===== src/rtl/mips_pkg.sv =====
// mips_pkg: shared definitions for the multicycle control unit.
//   - datapath / instruction field widths
//   - opcode constants and ALU select codes
//   - FSM state encoding
//   - small decode helpers used by mips_ctrl
package mips_pkg;

  localparam int WORD_SIZE   = 16;
  localparam int OP_SIZE     = 4;
  localparam int OFFSET_SIZE = 4;
  localparam int MEM_SIZE    = 8;
  localparam int REG_ADDR    = 4;
  localparam int NUM_REGS    = 1 << REG_ADDR;

  // Opcodes 0x0-0x7 are register-register ALU operations whose opcode is the
  // ALU select itself; the rest are control / immediate forms.
  localparam logic [3:0] OP_LI   = 4'h8;
  localparam logic [3:0] OP_BEQ  = 4'h9;
  localparam logic [3:0] OP_JMP  = 4'hA;
  localparam logic [3:0] OP_HALT = 4'hF;

  localparam logic [3:0] ALU_ADD = 4'h0;
  localparam logic [3:0] ALU_SUB = 4'h1;
  localparam logic [3:0] ALU_AND = 4'h2;
  localparam logic [3:0] ALU_OR  = 4'h3;
  localparam logic [3:0] ALU_XOR = 4'h4;
  localparam logic [3:0] ALU_SLL = 4'h5;
  localparam logic [3:0] ALU_SRL = 4'h6;
  localparam logic [3:0] ALU_SLT = 4'h7;

  typedef enum logic [2:0] {
    S_FETCH  = 3'd0,
    S_DECODE = 3'd1,
    S_EXEC   = 3'd2,
    S_WB     = 3'd3,
    S_HALT   = 3'd4
  } state_t;

  function automatic logic is_alu_op(input logic [3:0] op);
    return ~op[3];
  endfunction

  // ALU select presented during EXEC. BEQ compares by subtraction; opcodes
  // that do not use the ALU get a harmless ADD.
  function automatic logic [3:0] alu_sel_for(input logic [3:0] op);
    if (op == OP_BEQ) return ALU_SUB;
    if (is_alu_op(op)) return op;
    return ALU_ADD;
  endfunction

  function automatic logic writes_reg(input logic [3:0] op);
    return is_alu_op(op) || (op == OP_LI);
  endfunction

endpackage


===== src/rtl/mips_regfile.sv =====
// mips_regfile: 16 x 16 general register file.
//   clk, rst       : clock, asynchronous active-high clear of every register
//   we, waddr,wdata: synchronous write port; writes to R0 are dropped
//   ra1/rd1, ra2/rd2: two asynchronous read ports; R0 always reads zero
module mips_regfile
  import mips_pkg::*;
#(
  parameter int width  = WORD_SIZE,
  parameter int addr_w = REG_ADDR
) (
  input  logic              clk,
  input  logic              rst,
  input  logic              we,
  input  logic [addr_w-1:0] waddr,
  input  logic [width-1:0]  wdata,
  input  logic [addr_w-1:0] ra1,
  input  logic [addr_w-1:0] ra2,
  output logic [width-1:0]  rd1,
  output logic [width-1:0]  rd2
);

  localparam int depth = 1 << addr_w;

  logic [width-1:0] regs [0:depth-1];

  always_ff @(posedge clk or posedge rst) begin
    if (rst) begin
      for (int i = 0; i < depth; i++) begin
        regs[i] <= '0;
      end
    end else if (we && (waddr != '0)) begin
      regs[waddr] <= wdata;
    end
  end

  // R0 is forced on the read side as well, so it stays zero regardless of
  // what the storage cell holds.
  assign rd1 = (ra1 == '0) ? '0 : regs[ra1];
  assign rd2 = (ra2 == '0) ? '0 : regs[ra2];

endmodule


===== src/rtl/mips_ctrl.sv =====
// mips_ctrl: multicycle control unit with integrated register file.
// Fetches the instruction at pc_counter, decodes it, drives the ALU operands,
// writes results back and steers the PC block with one-cycle strobes.
//   clk, rst            : clock, asynchronous active-high reset
//   en                  : step enable; when low every register holds
//   imem_req/ack/rdata  : instruction fetch handshake
//   pc_counter          : current PC (address of the fetch, owned by pc block)
//   data_1, data_2, sel : ALU operands and operation
//   alu_out, alu_zero_flag : ALU result and zero indication
//   pc_en, offset       : relative PC step strobe and signed step
//   load_pc, data_in    : absolute PC load strobe and target
//   halted              : high once a HALT instruction has been decoded
//
// state  | meaning
// FETCH  | imem_req high, wait for imem_ack, capture IR
// DECODE | read operands into data_1/data_2, pick sel; HALT exits here
// EXEC   | ALU sees operands; capture result, arm the PC strobe
// WB     | register write, PC strobe high for this (enabled) cycle
// HALT   | frozen until reset
module mips_ctrl
  import mips_pkg::*;
#(
  parameter int word_size   = WORD_SIZE,
  parameter int op_size     = OP_SIZE,
  parameter int offset_size = OFFSET_SIZE,
  parameter int mem_size    = MEM_SIZE
) (
  input  logic                   clk,
  input  logic                   rst,
  input  logic                   en,
  output logic                   imem_req,
  input  logic                   imem_ack,
  input  logic [word_size-1:0]   imem_rdata,
  input  logic [word_size-1:0]   pc_counter,
  output logic [word_size-1:0]   data_1,
  output logic [word_size-1:0]   data_2,
  output logic [op_size-1:0]     sel,
  input  logic [word_size-1:0]   alu_out,
  input  logic                   alu_zero_flag,
  output logic                   pc_en,
  output logic [offset_size-1:0] offset,
  output logic                   load_pc,
  output logic [word_size-1:0]   data_in,
  output logic                   halted
);

  state_t               state;
  logic [word_size-1:0] ir;
  logic [word_size-1:0] result;
  logic                 wb_we;

  logic [op_size-1:0]   op;
  logic [REG_ADDR-1:0]  rd;
  logic [REG_ADDR-1:0]  rs;
  logic [REG_ADDR-1:0]  rt;
  logic [REG_ADDR-1:0]  ra1;
  logic [REG_ADDR-1:0]  ra2;
  logic [word_size-1:0] rd1;
  logic [word_size-1:0] rd2;
  logic                 rf_we;

  // The PC block owns the fetch address; memory sees pc_counter directly,
  // so the controller itself never needs its value.
  logic unused_pc;
  assign unused_pc = ^pc_counter;

  assign op = ir[word_size-1 -: op_size];
  assign rd = ir[11:8];
  assign rs = ir[7:4];
  assign rt = ir[3:0];

  // BEQ compares rd against rs; everything else reads rs and rt.
  assign ra1 = (op == OP_BEQ) ? rd : rs;
  assign ra2 = (op == OP_BEQ) ? rs : rt;

  // Write happens on the edge that leaves WB, so a stalled WB writes once.
  assign rf_we = en && (state == S_WB) && wb_we;

  mips_regfile #(
    .width  (word_size),
    .addr_w (REG_ADDR)
  ) u_regfile (
    .clk   (clk),
    .rst   (rst),
    .we    (rf_we),
    .waddr (rd),
    .wdata (result),
    .ra1   (ra1),
    .ra2   (ra2),
    .rd1   (rd1),
    .rd2   (rd2)
  );

  always_ff @(posedge clk or posedge rst) begin
    if (rst) begin
      state    <= S_FETCH;
      ir       <= '0;
      result   <= '0;
      wb_we    <= 1'b0;
      imem_req <= 1'b0;
      data_1   <= '0;
      data_2   <= '0;
      sel      <= '0;
      pc_en    <= 1'b0;
      offset   <= '0;
      load_pc  <= 1'b0;
      data_in  <= '0;
      halted   <= 1'b0;
    end else if (en) begin
      unique case (state)
        S_FETCH: begin
          // req comes up one cycle into FETCH after reset; an ack is only
          // honoured while our request is actually visible to memory.
          if (imem_req && imem_ack) begin
            ir       <= imem_rdata;
            imem_req <= 1'b0;
            state    <= S_DECODE;
          end else begin
            imem_req <= 1'b1;
          end
        end

        S_DECODE: begin
          if (op == OP_HALT) begin
            halted <= 1'b1;
            state  <= S_HALT;
          end else begin
            data_1 <= rd1;
            data_2 <= rd2;
            sel    <= alu_sel_for(op);
            state  <= S_EXEC;
          end
        end

        S_EXEC: begin
          result <= (op == OP_LI) ? {{(word_size-8){1'b0}}, ir[7:0]} : alu_out;
          wb_we  <= writes_reg(op);
          if (op == OP_JMP) begin
            load_pc <= 1'b1;
            data_in <= {{(word_size-mem_size){1'b0}}, ir[mem_size-1:0]};
          end else begin
            pc_en <= 1'b1;
            // Branch offset is passed through raw; the PC block sign-extends.
            if ((op == OP_BEQ) && alu_zero_flag) begin
              offset <= ir[offset_size-1:0];
            end else begin
              offset <= offset_size'(1);
            end
          end
          state <= S_WB;
        end

        S_WB: begin
          pc_en    <= 1'b0;
          load_pc  <= 1'b0;
          wb_we    <= 1'b0;
          imem_req <= 1'b1;
          state    <= S_FETCH;
        end

        S_HALT: begin
        end

        default: begin
          state <= S_FETCH;
        end
      endcase
    end
  end

endmodule


===== config.mk =====
export PLATFORM = sky130hd
export DESIGN_NAME = mips_ctrl
export DESIGN_NICKNAME = d
export VERILOG_FILES = /design/src/rtl/mips_pkg.sv /design/src/rtl/mips_regfile.sv /design/src/rtl/mips_ctrl.sv
export SDC_FILE = /design/constraint.sdc
export NUM_CORES = 1
export LEC_CHECK = 0
export BUFFER_PORTS_ARGS = -buffer_cell sky130_fd_sc_hd__buf_2
export CORE_UTILIZATION = 60
export CTS_CLUSTER_SIZE = 28
export DETAILED_ROUTE_END_ITERATION = 10
export HOLD_SLACK_MARGIN = 0.05
export PLACE_DENSITY = 0.81
export SLEW_MARGIN = 10
export SYNTH_ARGS = -nofsm -noshare
export SYNTH_HDL_FRONTEND = slang
export SYNTH_SLANG_ARGS = --single-unit

===== constraint.sdc =====
create_clock -name clk -period 13.3 [get_ports clk]
set_clock_uncertainty 0.1 [all_clocks]
set_input_delay 0.665 -clock clk [delete_from_list [all_inputs] [get_ports clk]]
set_output_delay 0.665 -clock clk [all_outputs]
set_load 0.005 [all_outputs]

==> summary.md <==
| Metric | Value |
|---|---|
| DIE HEIGHT | 175 µm |
| # rows | 62 |
| Clock latency on the worst-skew pair | 520 ps |
| Vias | between 10k and 15k |
| Die width | 175 µm |
| Leak Pwr | 9.02 nW |
| Most frequent cells in the layout | 343 x dfrtp_1, 330 x nand2_1, 255 x mux2_2 |
| Max-cap check violation count | 0 |
| Async SR Flop Fraction | 100% |
| Synth area leader | dfrtp_1 |
| Setup-failing EPs final | 0 |
| Crit end category | register |
| Initial antenna violation count | 0 |
| Hold Vio Cnt, Final | 0 |
| Largest cells by area after synthesis | dfrtp_1 48%, mux2_2 16%, mux2i_1 7.0% |
| Util after Layout | 66.8% |
| Cell Area, Placed | roughly 18,000 µm² |
| I/O pin total | 113 |
| Crit path kind | register to register |
| # hold bufs at CTS | 0 |
| Number of global-route vias before repair | 13.7k |
| Layout cells sized above 1 | 28.5% |
| Post-Syn Instances | between 1.5k and 2k |
| Place WS | 9590 ps |
| Resized cells post-CTS | 0 |
| Routed WL | 51.9 mm |
| Top_reg_cell synth | dfrtp_1 |
| RSZ-0062 raised after global routing | false |
| Gpl congestion | 0.902 |
| H-tree levels | 2 |
| Port bufs | 87 |
| Final Critical Period | around 3900 ps |
| Post-layout net count | 1,716 |
| CP arrival | 4170 ps |
| Run status | finished clean |
| DPL Wire Length | 31.6 mm |
| F_max | between 200 and 300 MHz |
| Mapped Area | 17,900 µm² |
| ANT nets after route | 0 |
| Synth Area in Compound Gates | 10.3% |
| Pwr Density | 229 nW/µm² |
| Clock buffer depth | 3 |
| Min setup slack post-route | about 9400 ps |
| Largest family of logic cells by synthesized area | multiplexers |
| Layout area overhead | 8.44% |
| Final worst path period share | roughly 29% |
| Multiplexer area fraction after synthesis | 25.5% |
| Slew headroom | 11.5% |
| EDFF count, synth | 0 |
| CTS tree | done |
| Total GRT Usage | 34.4% |
| Area of the core | ~29,000 µm² |
| Largest net degree at the start of global routing | 136 |
| Commonest non-fill, non-tap cell in the layout | dfrtp_1 |
| Clock Pin Slew Worst Setup and Hold Paths | 60 ps |
| XOR/XNOR Fraction of Synth Area | 0% |
| # DRC | 0 |
| Drt via density | 6.74 |
| Hold Slack | 198 ps |
| Top-area cell type share of the netlist area | 47.9% |
| Total grt overflow | 0 |
| VDD IR-drop max | 185 µV |
| Crit path max fanout | slightly above 60 |
| Fin. max-slew vios | 0 |
| TritonCTS Buffers | 36 |
| Root Driver | clkbuf_16 |
| Ys Warns | 0 |
| Tightest Hold Check Type | input pin to asynchronous set/reset pin |
| Distinct cells, synth | 67 |
| Post CTS Setup Buffer Count | 0 |
| Cell area after layout | between 15,000 and 20,000 µm² |
| Worst-Margin Slew | 1300 ps |
| Mean Syn Cell Area | 10.9 µm² |
| Post-synthesis sequential area ratio | 47.9% |
| Setup TNS Final | 0 ps |
| Simple-gate share of the synthesized area | 11.6% |
| CP startpoint kind | register |
| Initial core utilization | 61.6% |
| # clock sinks | 343 |
| WL per Instance | 25.1 µm |
| Post-synthesis register bit count | approximately 340 |
| DR pass1 iterations | 5 |
| Die Area | 30,600 µm² |
| Synth Area in Adders | 0% |
| Global-route wire length before repair | 79.9 mm |
| Iter 0 DRT Violations | 1,853 |
| CP Data Required Time | 13,610 ps |
[stage by stage]
step           total power, mW  instances
5_1_grt                   4.63       2069
6_report                  4.46       2070
2_1_floorplan             2.86       1656
3_3_place_gp              3.35       2009
4_1_cts                   4.40       2069
3_5_place_dp              3.41       2009
[worst max-delay path, cell delays in order, from the launching register on]
cell,delay [ps]
dfrtp_1,500
nand4bb_2,200
buf_4,400
mux2_4,420
buf_4,710
nor2_1,400
buf_4,290
a22oi_1,190
a21oi_1,150
o31ai_1,310
[power breakdown]
part	switching, mW	internal (mW)	total [mW]	leakage [nW]
clock	0.414	0.574	0.987	0.562
sequential	0.402	1.33	1.73	4.66
combinational	1.08	0.664	1.75	3.79
total	1.90	2.57	4.46	9.02
[state kept, by name (all words and copies together), names as in the netlist]
| register | cells |
|---|---|
| data_2 | 16 |
| state | 3 |
| wb_we | 1 |
| sel | 3 |
| result | 16 |
| data_1 | 16 |
| pc_en | 1 |
| halted | 1 |
| load_pc | 1 |
| data_in | 8 |
| ir | 16 |
| imem_req | 1 |
| u_regfile.regs | 256 |
| offset | 4 |
[cell usage after synthesis (6+ instances only)]
cell,number
dfrtp_1,343
nand2_1,330
mux2_2,255
mux2i_1,126
a21oi_1,69
clkbuf_1,56
buf_2,49
nand3_1,45
o21ai_0,34
a22oi_1,28
buf_4,26
nor2_1,24
o22ai_1,24
a31oi_1,21
a32oi_1,16
buf_6,15
o31ai_1,14
mux2_1,13
a2111oi_2,11
nand4_1,11
a211oi_1,10
nor2b_1,10
a221o_1,9
nor3_1,9
nor4_1,9
nor2_2,8
mux2_4,7
o21ai_1,6
[cells by family after synthesis]
| logic type | count (synthesis) |
|---|---|
| buffers and inverters | 153 |
| AOI/OAI and AO/OA | 267 |
| muxes | 411 |
| and+or+nand+nor | 473 |
| other | 1 |
| DFF | 343 |
[layout make-up]
class / count / area (µm²)
Antenna cell: 1 / 2.50
Clock buffer: 52 / 1060
Clock inverter: 8 / 77.6
Fill cell: 2170 / 9640
Inverter: 5 / 26.3
Multi-Input combinational cell: 1160 / 8550
Sequential cell: 343 / 8580
Tap cell: 384 / 480
Timing Repair Buffer: 117 / 661
[per-layer routing]
layer  track usage, %  wire length [µm]
met1             46.4             20400
met2             52.7             23700
met3             7.35              5180
met4             17.3              2570
met5                0                 0
[path summary, 6_finish.rpt]
path / startpoint / to / slack [ps] / cells past startpoint
hold / removal: rst / result[8] / 200 / 2
hold reg to reg: u_regfile.regs[241] / u_regfile.regs[241] / 280 / 0
max in group asynchronous: rst / u_regfile.regs[14] / 11360 / 3
setup reg to reg: ir[14] / data_1[6] / 9440 / 9
min in group clk: imem_rdata[0] / ir[0] / 270 / 3
setup / recovery: ir[14] / data_1[6] / 9440 / 9
No activity file was read; power rests on OpenSTA's default activity.
